`src/rtl/lcd_pkg.sv`:
```
// Package for the LCD command/data byte-stream decoder.
// Contents: opcode constants, decoder FSM state type and the window
// parameter clamp helper shared by lcd_cmd_decoder.
package lcd_pkg;

    localparam logic [7:0] LCD_NOP     = 8'h00;
    localparam logic [7:0] LCD_SWRESET = 8'h01;
    localparam logic [7:0] LCD_SLPOUT  = 8'h11;
    localparam logic [7:0] LCD_DISPOFF = 8'h28;
    localparam logic [7:0] LCD_DISPON  = 8'h29;
    localparam logic [7:0] LCD_COLMOD  = 8'h3A;
    localparam logic [7:0] LCD_CASET   = 8'h2A;
    localparam logic [7:0] LCD_PASET   = 8'h2B;
    localparam logic [7:0] LCD_RAMWR   = 8'h2C;

    localparam logic [7:0] COLMOD_RESET = 8'h66;

    typedef enum logic [2:0] {
        ST_IDLE,
        ST_COLMOD,
        ST_CASET,
        ST_PASET,
        ST_RAM_HI,
        ST_RAM_LO
    } dec_state_t;

    // min(value, limit) reduced to a 9-bit coordinate.
    function automatic logic [8:0] clamp9(input logic [15:0] value, input int unsigned limit);
        if (32'(value) > limit) begin
            return 9'(limit);
        end
        return value[8:0];
    endfunction

endpackage

```
`src/rtl/lcd_window_cursor.sv`:
```
// Column/page window registers and pixel write cursor.
// Ports:
//   clk, rst              clock, asynchronous active-high reset
//   win_reset             restore the full-panel window
//   load_col / load_page  load SC/EC or SP/EP from load_start / load_end
//   restart               cursor := (SC, SP)
//   advance               step cursor one pixel in raster order inside the window
//   x, y                  current cursor
//   last_pixel            cursor sits on (EC, EP)
//   win_valid             SC <= EC and SP <= EP
module lcd_window_cursor #(
    parameter int unsigned MAX_COL  = 239,
    parameter int unsigned MAX_PAGE = 319
) (
    input  logic       clk,
    input  logic       rst,
    input  logic       win_reset,
    input  logic       load_col,
    input  logic       load_page,
    input  logic [8:0] load_start,
    input  logic [8:0] load_end,
    input  logic       restart,
    input  logic       advance,
    output logic [8:0] x,
    output logic [8:0] y,
    output logic       last_pixel,
    output logic       win_valid
);

    logic [8:0] sc_q, ec_q, sp_q, ep_q;

    always_ff @(posedge clk or posedge rst) begin
        if (rst) begin
            sc_q <= '0;
            ec_q <= 9'(MAX_COL);
            sp_q <= '0;
            ep_q <= 9'(MAX_PAGE);
        end else if (win_reset) begin
            sc_q <= '0;
            ec_q <= 9'(MAX_COL);
            sp_q <= '0;
            ep_q <= 9'(MAX_PAGE);
        end else begin
            if (load_col) begin
                sc_q <= load_start;
                ec_q <= load_end;
            end
            if (load_page) begin
                sp_q <= load_start;
                ep_q <= load_end;
            end
        end
    end

    always_ff @(posedge clk or posedge rst) begin
        if (rst) begin
            x <= '0;
            y <= '0;
        end else if (restart) begin
            x <= sc_q;
            y <= sp_q;
        end else if (advance) begin
            if (x < ec_q) begin
                x <= x + 9'd1;
            end else begin
                x <= sc_q;
                y <= (y < ep_q) ? y + 9'd1 : sp_q;
            end
        end
    end

    assign last_pixel = (x == ec_q) && (y == ep_q);
    assign win_valid  = (sc_q <= ec_q) && (sp_q <= ep_q);

endmodule

```
`src/rtl/lcd_cmd_decoder.sv`:
```
// Panel-side decoder for the 8-bit LCD command/data byte stream.
// Decodes opcodes and parameters, keeps window/cursor/mode flags and
// re-assembles 16-bit pixels into one pixel write per byte pair.
// Ports:
//   clk, rst            clock, asynchronous active-high reset
//   wr_en, d, dcx       byte strobe, bus byte, 0=command / 1=data
//   pix_valid, pix_x, pix_y, pix_color, frame_done   pixel write output
//   sleep_out, display_on, colmod                    mode flags
//   busy, err_cmd, err_timing                        status / protocol errors
// Build option: LCD_DEC_TIMING_CHECK_EN enables the post-SWRESET/SLPOUT wait
// counter; without it busy and err_timing are tied to 0.
module lcd_cmd_decoder #(
    parameter int unsigned MAX_COL     = 239,
    parameter int unsigned MAX_PAGE    = 319,
    parameter int unsigned WAIT_CYCLES = 60000
) (
    input  logic        clk,
    input  logic        rst,
    input  logic        wr_en,
    input  logic [7:0]  d,
    input  logic        dcx,
    output logic        pix_valid,
    output logic [8:0]  pix_x,
    output logic [8:0]  pix_y,
    output logic [15:0] pix_color,
    output logic        frame_done,
    output logic        sleep_out,
    output logic        display_on,
    output logic [7:0]  colmod,
    output logic        busy,
    output logic        err_cmd,
    output logic        err_timing
);
    import lcd_pkg::*;

    dec_state_t  state_q, state_d;
    logic [1:0]  idx_q, idx_d;
    logic [15:0] start_q, start_d;
    logic [7:0]  hi_q, hi_d;
    // Set after RAMWR on an invalid window: data is silently dropped.
    logic        drop_q, drop_d;

    logic        sleep_d, disp_d, pix_valid_d, frame_d, err_cmd_d;
    logic [7:0]  colmod_d;
    logic [8:0]  pix_x_d, pix_y_d;
    logic [15:0] pix_color_d;

    logic        win_reset, load_col, load_page, restart, advance, reload;
    logic [8:0]  load_start, load_end;
    logic [8:0]  cur_x, cur_y;
    logic        last_pixel, win_valid;
    int unsigned limit;

    lcd_window_cursor #(
        .MAX_COL  (MAX_COL),
        .MAX_PAGE (MAX_PAGE)
    ) u_window_cursor (
        .clk        (clk),
        .rst        (rst),
        .win_reset  (win_reset),
        .load_col   (load_col),
        .load_page  (load_page),
        .load_start (load_start),
        .load_end   (load_end),
        .restart    (restart),
        .advance    (advance),
        .x          (cur_x),
        .y          (cur_y),
        .last_pixel (last_pixel),
        .win_valid  (win_valid)
    );

    always_comb begin
        state_d     = state_q;
        idx_d       = idx_q;
        start_d     = start_q;
        hi_d        = hi_q;
        drop_d      = drop_q;
        sleep_d     = sleep_out;
        disp_d      = display_on;
        colmod_d    = colmod;
        pix_valid_d = 1'b0;
        frame_d     = 1'b0;
        err_cmd_d   = 1'b0;
        pix_x_d     = pix_x;
        pix_y_d     = pix_y;
        pix_color_d = pix_color;
        win_reset   = 1'b0;
        load_col    = 1'b0;
        load_page   = 1'b0;
        restart     = 1'b0;
        advance     = 1'b0;
        reload      = 1'b0;
        limit       = (state_q == ST_CASET) ? MAX_COL : MAX_PAGE;
        load_start  = clamp9(start_q, limit);
        load_end    = clamp9({hi_q, d}, limit);

        if (wr_en) begin
            if (!dcx) begin
                // Any command aborts pending parameters or a half pixel.
                state_d = ST_IDLE;
                idx_d   = '0;
                drop_d  = 1'b0;
                case (d)
                    LCD_NOP: ;
                    LCD_SWRESET: begin
                        sleep_d   = 1'b0;
                        disp_d    = 1'b0;
                        colmod_d  = COLMOD_RESET;
                        win_reset = 1'b1;
                        reload    = 1'b1;
                    end
                    LCD_SLPOUT: begin
                        sleep_d = 1'b1;
                        reload  = 1'b1;
                    end
                    LCD_DISPOFF: disp_d  = 1'b0;
                    LCD_DISPON:  disp_d  = 1'b1;
                    LCD_COLMOD:  state_d = ST_COLMOD;
                    LCD_CASET:   state_d = ST_CASET;
                    LCD_PASET:   state_d = ST_PASET;
                    LCD_RAMWR: begin
                        if (win_valid) begin
                            restart = 1'b1;
                            state_d = ST_RAM_HI;
                        end else begin
                            err_cmd_d = 1'b1;
                            drop_d    = 1'b1;
                        end
                    end
                    default: err_cmd_d = 1'b1;
                endcase
            end else begin
                case (state_q)
                    ST_IDLE: err_cmd_d = !drop_q;
                    ST_COLMOD: begin
                        colmod_d = d;
                        state_d  = ST_IDLE;
                    end
                    ST_CASET, ST_PASET: begin
                        idx_d = idx_q + 2'd1;
                        case (idx_q)
                            2'd0: hi_d = d;
                            2'd1: start_d = {hi_q, d};
                            2'd2: hi_d = d;
                            default: begin
                                load_col  = (state_q == ST_CASET);
                                load_page = (state_q == ST_PASET);
                                state_d   = ST_IDLE;
                            end
                        endcase
                    end
                    ST_RAM_HI: begin
                        hi_d    = d;
                        state_d = ST_RAM_LO;
                    end
                    ST_RAM_LO: begin
                        pix_valid_d = 1'b1;
                        pix_x_d     = cur_x;
                        pix_y_d     = cur_y;
                        pix_color_d = {hi_q, d};
                        frame_d     = last_pixel;
                        advance     = 1'b1;
                        state_d     = ST_RAM_HI;
                    end
                    default: state_d = ST_IDLE;
                endcase
            end
        end
    end

    always_ff @(posedge clk or posedge rst) begin
        if (rst) begin
            state_q    <= ST_IDLE;
            idx_q      <= '0;
            start_q    <= '0;
            hi_q       <= '0;
            drop_q     <= 1'b0;
            sleep_out  <= 1'b0;
            display_on <= 1'b0;
            colmod     <= COLMOD_RESET;
            pix_valid  <= 1'b0;
            frame_done <= 1'b0;
            err_cmd    <= 1'b0;
            pix_x      <= '0;
            pix_y      <= '0;
            pix_color  <= '0;
        end else begin
            state_q    <= state_d;
            idx_q      <= idx_d;
            start_q    <= start_d;
            hi_q       <= hi_d;
            drop_q     <= drop_d;
            sleep_out  <= sleep_d;
            display_on <= disp_d;
            colmod     <= colmod_d;
            pix_valid  <= pix_valid_d;
            frame_done <= frame_d;
            err_cmd    <= err_cmd_d;
            pix_x      <= pix_x_d;
            pix_y      <= pix_y_d;
            pix_color  <= pix_color_d;
        end
    end

`ifdef LCD_DEC_TIMING_CHECK_EN
    localparam int unsigned CNT_W = (WAIT_CYCLES > 0) ? $clog2(WAIT_CYCLES + 1) : 1;
    logic [CNT_W-1:0] wait_q;

    always_ff @(posedge clk or posedge rst) begin
        if (rst) begin
            wait_q     <= '0;
            err_timing <= 1'b0;
        end else begin
            if (reload) begin
                wait_q <= CNT_W'(WAIT_CYCLES);
            end else if (wait_q != '0) begin
                wait_q <= wait_q - CNT_W'(1);
            end
            err_timing <= wr_en && busy;
        end
    end

    assign busy = (wait_q != '0);
`else
    logic unused_wait;
    assign unused_wait = ^{WAIT_CYCLES, reload};
    assign busy        = 1'b0;
    assign err_timing  = 1'b0;
`endif

endmodule

```
`config.mk`:
```
export PLATFORM = sky130hd
export DESIGN_NAME = lcd_cmd_decoder
export DESIGN_NICKNAME = d
export VERILOG_FILES = /design/src/rtl/lcd_pkg.sv /design/src/rtl/lcd_window_cursor.sv /design/src/rtl/lcd_cmd_decoder.sv
export SDC_FILE = /design/constraint.sdc
export NUM_CORES = 1
export LEC_CHECK = 0
export CAP_MARGIN = 20
export CELL_PAD_IN_SITES_DETAIL_PLACEMENT = 1
export CELL_PAD_IN_SITES_GLOBAL_PLACEMENT = 2
export CORE_MARGIN = 3
export CORE_UTILIZATION = 33
export DETAILED_ROUTE_END_ITERATION = 8
export GPL_TIMING_DRIVEN = 0
export PLACE_DENSITY = 0.72
export SLEW_MARGIN = 15
export SYNTH_ARGS = -nofsm -noshare
export SYNTH_HDL_FRONTEND = slang
export SYNTH_SLANG_ARGS = --single-unit
export TNS_END_PERCENT = 1
```
`constraint.sdc`:
```
create_clock -name clk -period 6.4 [get_ports clk]
set_clock_uncertainty 0.2 [all_clocks]
set_input_delay 0.96 -clock clk [delete_from_list [all_inputs] [get_ports clk]]
set_output_delay 0.96 -clock clk [all_outputs]
set_load 0.05 [all_outputs]
```
==> flow_metrics.tcl, run 1 <==
set metrics [dict create \
    status "completed" \
    post-place-cells 1013 \
    post_cts_resized 0 \
    r2r_slack_ps 2780 \
    final_antenna_net_count 0 \
    relSlewSlack_pct 35.94 \
    post-route-drc-count 0 \
    synth_top_area_share_pct 41.24 \
    synth_common_cells "nand2_1 (142), dfrtp_1 (113), ha_1 (50)" \
    grt.total_usage_pct 19.43 \
    ys_warn_count 0 \
    synth_top_cell_by_area "dfrtp_1" \
    vias_per_cell 5.365 \
    grt_start_max_net_pins 77 \
    wl_per_cell_um 19.95 \
    p_comb_share_pct 6.7 \
    p_int_w 0.001478 \
    r2r-start "state_q[2]$_DFFE_PP0P_" \
    die_area_sq_mm 0.02254 \
    routed_wl_um 20840 \
    htreeDepth 4 \
    grt_overflow 0 \
    tns_ps 0 \
    syn_area_per_cell_sq_um 10.01 \
    tightest_slew_ps 950.9 \
    fmaxAchievable_mhz 257.0 \
    leakagePower_nw 3.927 \
    crit_fanout 10 \
    hp-class "register to register" \
    holdCritStartpoint "pix_x[8]$_DFFE_PP0P_" \
    clock-sinks 131 \
    yosysMostFrequentCell "nand2_1" \
    grt_pass1_wl_um 33760 \
    clockBufferDepth 2 \
    hold_end "pix_x[8]$_DFFE_PP0P_" \
    synth_cells 685 \
    nets 824 \
    crit_required_ps 6510 \
    holdPathStages 2 \
    drt_iter0_markers 201 \
    drive_gt1_share_pct 14.19 \
    diodes 0 \
    power_density_mw_per_mm2 236.5 \
    end_kind "register" \
    ys_types 65 \
    fp.coreArea_sq_mm 0.02030 \
    arrival_ps 4000 \
    synth-async-reset-ratio_pct 100.0 \
    synthFlopType "dfrtp_1" \
    synth_area_leaders "dfrtp_1 (41%), ha_1 (9.1%), nand2_1 (7.8%)" \
    sequentialPowerShare_pct 43.6 \
    synth-edff-count 0 \
    port_buffers 55 \
    switching_power_w 0.0005046 \
    synth-seq-cells 131 \
    vdd_drop_max_mv 0.1831 \
    drv_cap 0 \
    fin_crit_sh_pct 60.81 \
    ys_seq_area_share_pct 48.14 \
    slew_viol_final 0 \
    post_cts_buffers 0 \
    finalWeightedCongestion 0.8339 \
    synth.cell_area_sq_mm 0.006857 \
    switching_share_pct 25.45 \
    rsz0062_at_grt "false" \
    r2r-end "u_window_cursor.ec_q[4]$_DFFE_PP0P_" \
    placementRows 52 \
    criticalPathCategory "primary input to register" \
    clkPwrFrac_pct 49.7 \
    insertion_delay_ps 420 \
    setup.worst_path.start_class "primary input" \
    cts-buffers-inserted 17 \
    cts-root-buf "clkbuf_16" \
    fillers 2314 \
    die_h_um 150.1 \
    stdcell_count 1045 \
    final-setup-viol-count 0 \
    r2r_cells 12 \
    power_w 0.001982 \
    area_growth_pct 22.26 \
    dp_hpwl_um 15570 \
    cts_tree "built" \
    first_global_vias 6160 \
    die_w_um 150.1 \
    period_needed_ps 3892 \
    ioPinCount 61 \
    vias 5606 \
    antenna_found_initial 0 \
    drt_first_pass_iters 4 \
    floorplan.initialDensity_pct 33.78 \
    hold_buffers 0 \
    hold_violations 0 \
    clk_pin_slew_worst_paths_ps 60 \
]
## final cells by class
class / instances / area (sq um) / area share (%)
Buffer: 32 / 148.9 / 1.776
Clock buffer: 17 / 425.4 / 5.075
Clock inverter: 15 / 171.4 / 2.045
Inverter: 40 / 155.1 / 1.851
Multi-Input combinational cell: 483 / 3261 / 38.90
Sequential cell: 131 / 3301 / 39.37
Tap cell: 270 / 337.8 / 4.030
Timing Repair Buffer: 57 / 583.1 / 6.955
## power groups by stage
stage	combinational (W)	sequential [W]	clock, W
5_1_grt	0.000147	0.000866	0.00105
3_5_place_dp	0.000135	0.000878	0
3_3_place_gp	0.000126	0.000877	0
6_report	0.000133	0.000864	0.000986
4_1_cts	0.000136	0.000863	0.00101
2_1_floorplan	0.0000670	0.000890	0
## worst max path at each step
| stage | startpoint | to | slack, ps | depth (start not counted) |
|---|---|---|---|---|
| floorplan | rst | colmod[0]$_DFFE_PP0P_ | 1770 | 1 |
| global placement | rst | u_window_cursor.x[8]$_DFFE_PP0P_ | -200 | 2 |
| detailed placement | d[7] | u_window_cursor.x[6]$_DFFE_PP0P_ | 2060 | 7 |
| CTS | d[7] | u_window_cursor.y[8]$_DFFE_PP0P_ | 2500 | 9 |
| global route | d[7] | u_window_cursor.y[1]$_DFFE_PP0P_ | 2410 | 7 |
| finish | d[7] | u_window_cursor.y[8]$_DFFE_PP0P_ | 2510 | 9 |
## routing by layer
metal / GRT usage, % / part of all wire, %
met5: 0 / 0
met4: 6.130 / 2.2
met3: 4.034 / 3.4
met2: 33.09 / 49
met1: 24.82 / 46
## state kept, by name, summed over array words and instances, names as in the netlist, 2 cells and up
register / count
u_window_cursor.ep_q: 9
u_window_cursor.sp_q: 9
colmod: 8
hi_q: 8
state_q: 3
u_window_cursor.y: 9
idx_q: 2
u_window_cursor.sc_q: 9
pix_x: 9
pix_color: 16
start_q: 16
u_window_cursor.ec_q: 9
u_window_cursor.x: 9
pix_y: 9
## stage by stage
step	hold slack [ps]	utilization (%)	worst slack, ps	cell area [sq um]
2_1_floorplan	231.5	-	1772	6860
6_report	274.1	41.30	2508	8383
5_1_grt	295.2	41.30	2412	8383
3_3_place_gp	257.2	38.17	-201.2	7749
4_1_cts	277.7	41.30	2504	8383
3_5_place_dp	261.5	38.36	2056	7786
## critical path, cell delays in order
cell and delay, ps:
clkdlybuf4s50_1 720, or3_1 460, or4_4 500, or2_0 300, buf_2 200, or2_1 240, buf_6 140, buf_8 150
a221o_1 320
## cells in the final DEF (no fill, tap or decap), types with 4 or more instances in the layout
master           synthesis  final
o211ai_1                 4      4
o22ai_1                  5      5
inv_6                    0      6
nand2_1                142    142
a2bb2oi_1                8      8
clkdlybuf4s50_1          0     55
o21a_1                   4      4
nor2b_1                  5      5
nor3b_1                  6      6
inv_1                   40     39
clkbuf_16                0     17
a22o_1                   6      6
and2_1                   7      7
a21boi_0                 4      4
and3_1                   7      7
o221a_2                 16     16
a221oi_1                 4      4
a21oi_1                 13     13
nand4_1                  7      7
clkbuf_1                23     23
nor2_1                  31     31
dfstp_2                 18     18
o32ai_1                  8      8
a221o_1                  7      7
and4_1                   5      5
dfrtp_1                113    113
a21o_1                   5      5
mux2_2                  27     27
clkinv_4                 0      5
ha_1                    50     50
nand3_1                 18     18
o21ai_0                 23     23
o32a_1                   4      4
nor3_1                  12     12
a211oi_1                 5      5
## logic make-up (layout without fill, tap and decap cells)
logic type	after synthesis	count (layout)	synth area share, %
simple gates	261	261	17.46
compound gates	140	140	16.04
flops	131	131	48.14
buf+inv	72	161	4.361
fa+ha+maj	50	50	9.124
mux	27	27	4.434
xor+xnor	3	3	0.3833
other cells	1	2	0.05469
(Power assumes the default switching activity.)
==> run 2, diff against run 1 <==
==> constraint.sdc (replaced) <==
create_clock -name clk -period 3.8 [get_ports clk]
set_clock_uncertainty 0.2 [all_clocks]
set_input_delay 0.57 -clock clk [delete_from_list [all_inputs] [get_ports clk]]
set_output_delay 0.57 -clock clk [all_outputs]
set_load 0.05 [all_outputs]
==> run 2 against run 1 <==
Compared with the run above:
- die area unchanged
- power up 67%
- core utilization up 0.18 points
- non-clock buffer count up 3
- worst setup slack worse by 2200 ps
==> flow_metrics.tcl, run 2 (same netlist as run 1, synthesis figures left out) <==
set metrics [dict create \
    status "completed" \
    end_kind "register" \
    rsz0062_at_grt "false" \
    wl_per_cell_um 20.08 \
    drt_first_pass_iters 5 \
    slew_viol_final 0 \
    fin_crit_sh_pct 92.79 \
    criticalPathCategory "primary input to register" \
    hold_buffers 0 \
    relSlewSlack_pct 34.99 \
    ioPinCount 61 \
    placementRows 52 \
    drt_iter0_markers 216 \
    fillers 2289 \
    vdd_drop_max_mv 0.2381 \
    die_w_um 150.1 \
    grt_overflow 0 \
    tightest_slew_ps 975.2 \
    nets 827 \
    fp.coreArea_sq_mm 0.02030 \
    reg.largest.list "pix_color x16, start_q x16" \
    grt.total_usage_pct 19.64 \
    cts-root-buf "clkbuf_16" \
    period_needed_ps 3526 \
    final-setup-viol-count 0 \
    finalWeightedCongestion 0.8384 \
    hp-class "register to register" \
    routed_wl_um 21050 \
    port_buffers 55 \
    drive_gt1_share_pct 14.65 \
    clock-sinks 131 \
    clk_pin_slew_worst_paths_ps 60 \
    die_h_um 150.1 \
    arrival_ps 3640 \
    cts-buffers-inserted 17 \
    cts_tree "built" \
    clockBufferDepth 2 \
    power_density_mw_per_mm2 392.8 \
    final_cell_mix "nand2_1 (142), dfrtp_1 (113), clkdlybuf4s50_1 (55)" \
    floorplan.initialDensity_pct 33.78 \
    crit_fanout 10 \
    first_global_vias 6163 \
    leakagePower_nw 3.924 \
    hold_violations 0 \
    post-place-cells 1016 \
    diodes 0 \
    area_growth_pct 22.79 \
    grt_pass1_wl_um 34040 \
    drv_cap 0 \
    post_cts_buffers 0 \
    insertion_delay_ps 430 \
    die_area_sq_mm 0.02254 \
    fmaxAchievable_mhz 283.6 \
    vias_per_cell 5.412 \
    stdcell_count 1048 \
    mostFrequentLayoutCell "nand2_1" \
    grt_start_max_net_pins 38 \
    vias 5672 \
    final_antenna_net_count 0 \
    post-route-drc-count 0 \
    crit_required_ps 3910 \
    fin_util_pct 41.48 \
    antenna_found_initial 0 \
    setup.worst_path.start_class "primary input" \
    htreeDepth 4 \
    dp_hpwl_um 15740 \
]
-- run 2: worst paths after layout --
kind	slack (ps)	cells past startpoint	from	to
min in group asynchronous	290	2	rst	colmod[3]$_DFFE_PP0P_
worst min register to register	270	2	pix_y[3]$_DFFE_PP0P_	pix_y[3]$_DFFE_PP0P_
worst max register to register	360	12	state_q[2]$_DFFE_PP0P_	u_window_cursor.ep_q[6]$_DFFE_PP0P_
worst max-delay path	270	9	d[6]	u_window_cursor.y[8]$_DFFE_PP0P_
max in group asynchronous	2440	4	rst	pix_y[2]$_DFFE_PP0P_
worst min-delay path	270	2	pix_y[3]$_DFFE_PP0P_	pix_y[3]$_DFFE_PP0P_
-- run 2: critical path, cell delays in order --
cell and delay [ps]:
clkdlybuf4s50_1 730, or3_1 490, or4_4 500, or2_0 300, buf_2 200, or2_1 240, buf_6 150, buf_8 150
a221o_1 310
-- run 2: timing repair --
item | CTS | global route
endpoints found under the setup margin | 0 | 9
endpoints found under the hold margin | 0 | 0
resized for setup | 0 | 1
-- run 2: through the flow --
step / TNS (ps) / hold slack, ps / total power [W] / instance area (sq um) / setup WS [ps]
floorplan: 0 / 231.5 / 0.001612 / 6864 / 947.8
global placement: -754.7 / 257.0 / 0.001691 / 7752 / -151.5
detailed placement: -1177 / 261.4 / 0.001715 / 7845 / -161.1
CTS: 0 / 276.6 / 0.003346 / 8417 / 105.7
global route: 0 / 293.0 / 0.003440 / 8419 / 102.4
finish: 0 / 269.5 / 0.003307 / 8419 / 273.9
-- run 2: layout make-up --
type                            count  area, sq um  area share (%)
Clock inverter                     15        146.4           1.739
Buffer                             32        148.9           1.768
Clock buffer                       17        425.4           5.053
Sequential cell                   131         3301           39.20
Multi-Input combinational cell    483         3263           38.76
Timing Repair Buffer               60        643.1           7.639
Inverter                           40        153.9           1.828
Tap cell                          270        337.8           4.012
-- run 2: power breakdown --
group | switching [W] | internal, W
logic | 0.000152 | 0.0000834
registers | 0.0000260 | 0.00143
clock network | 0.000703 | 0.000915
-- run 2: metal layers --
| layer | global-route usage (%) | up-vias | wire length, um |
|---|---|---|---|
| met5 | 0 | - | 0 |
| met4 | 8.005 | 0 | 578 |
| met3 | 3.402 | 33 | 827 |
| met2 | 33.30 | 126 | 10160 |
| met1 | 24.89 | 2895 | 9479 |
| li1 | - | 2618 | - |
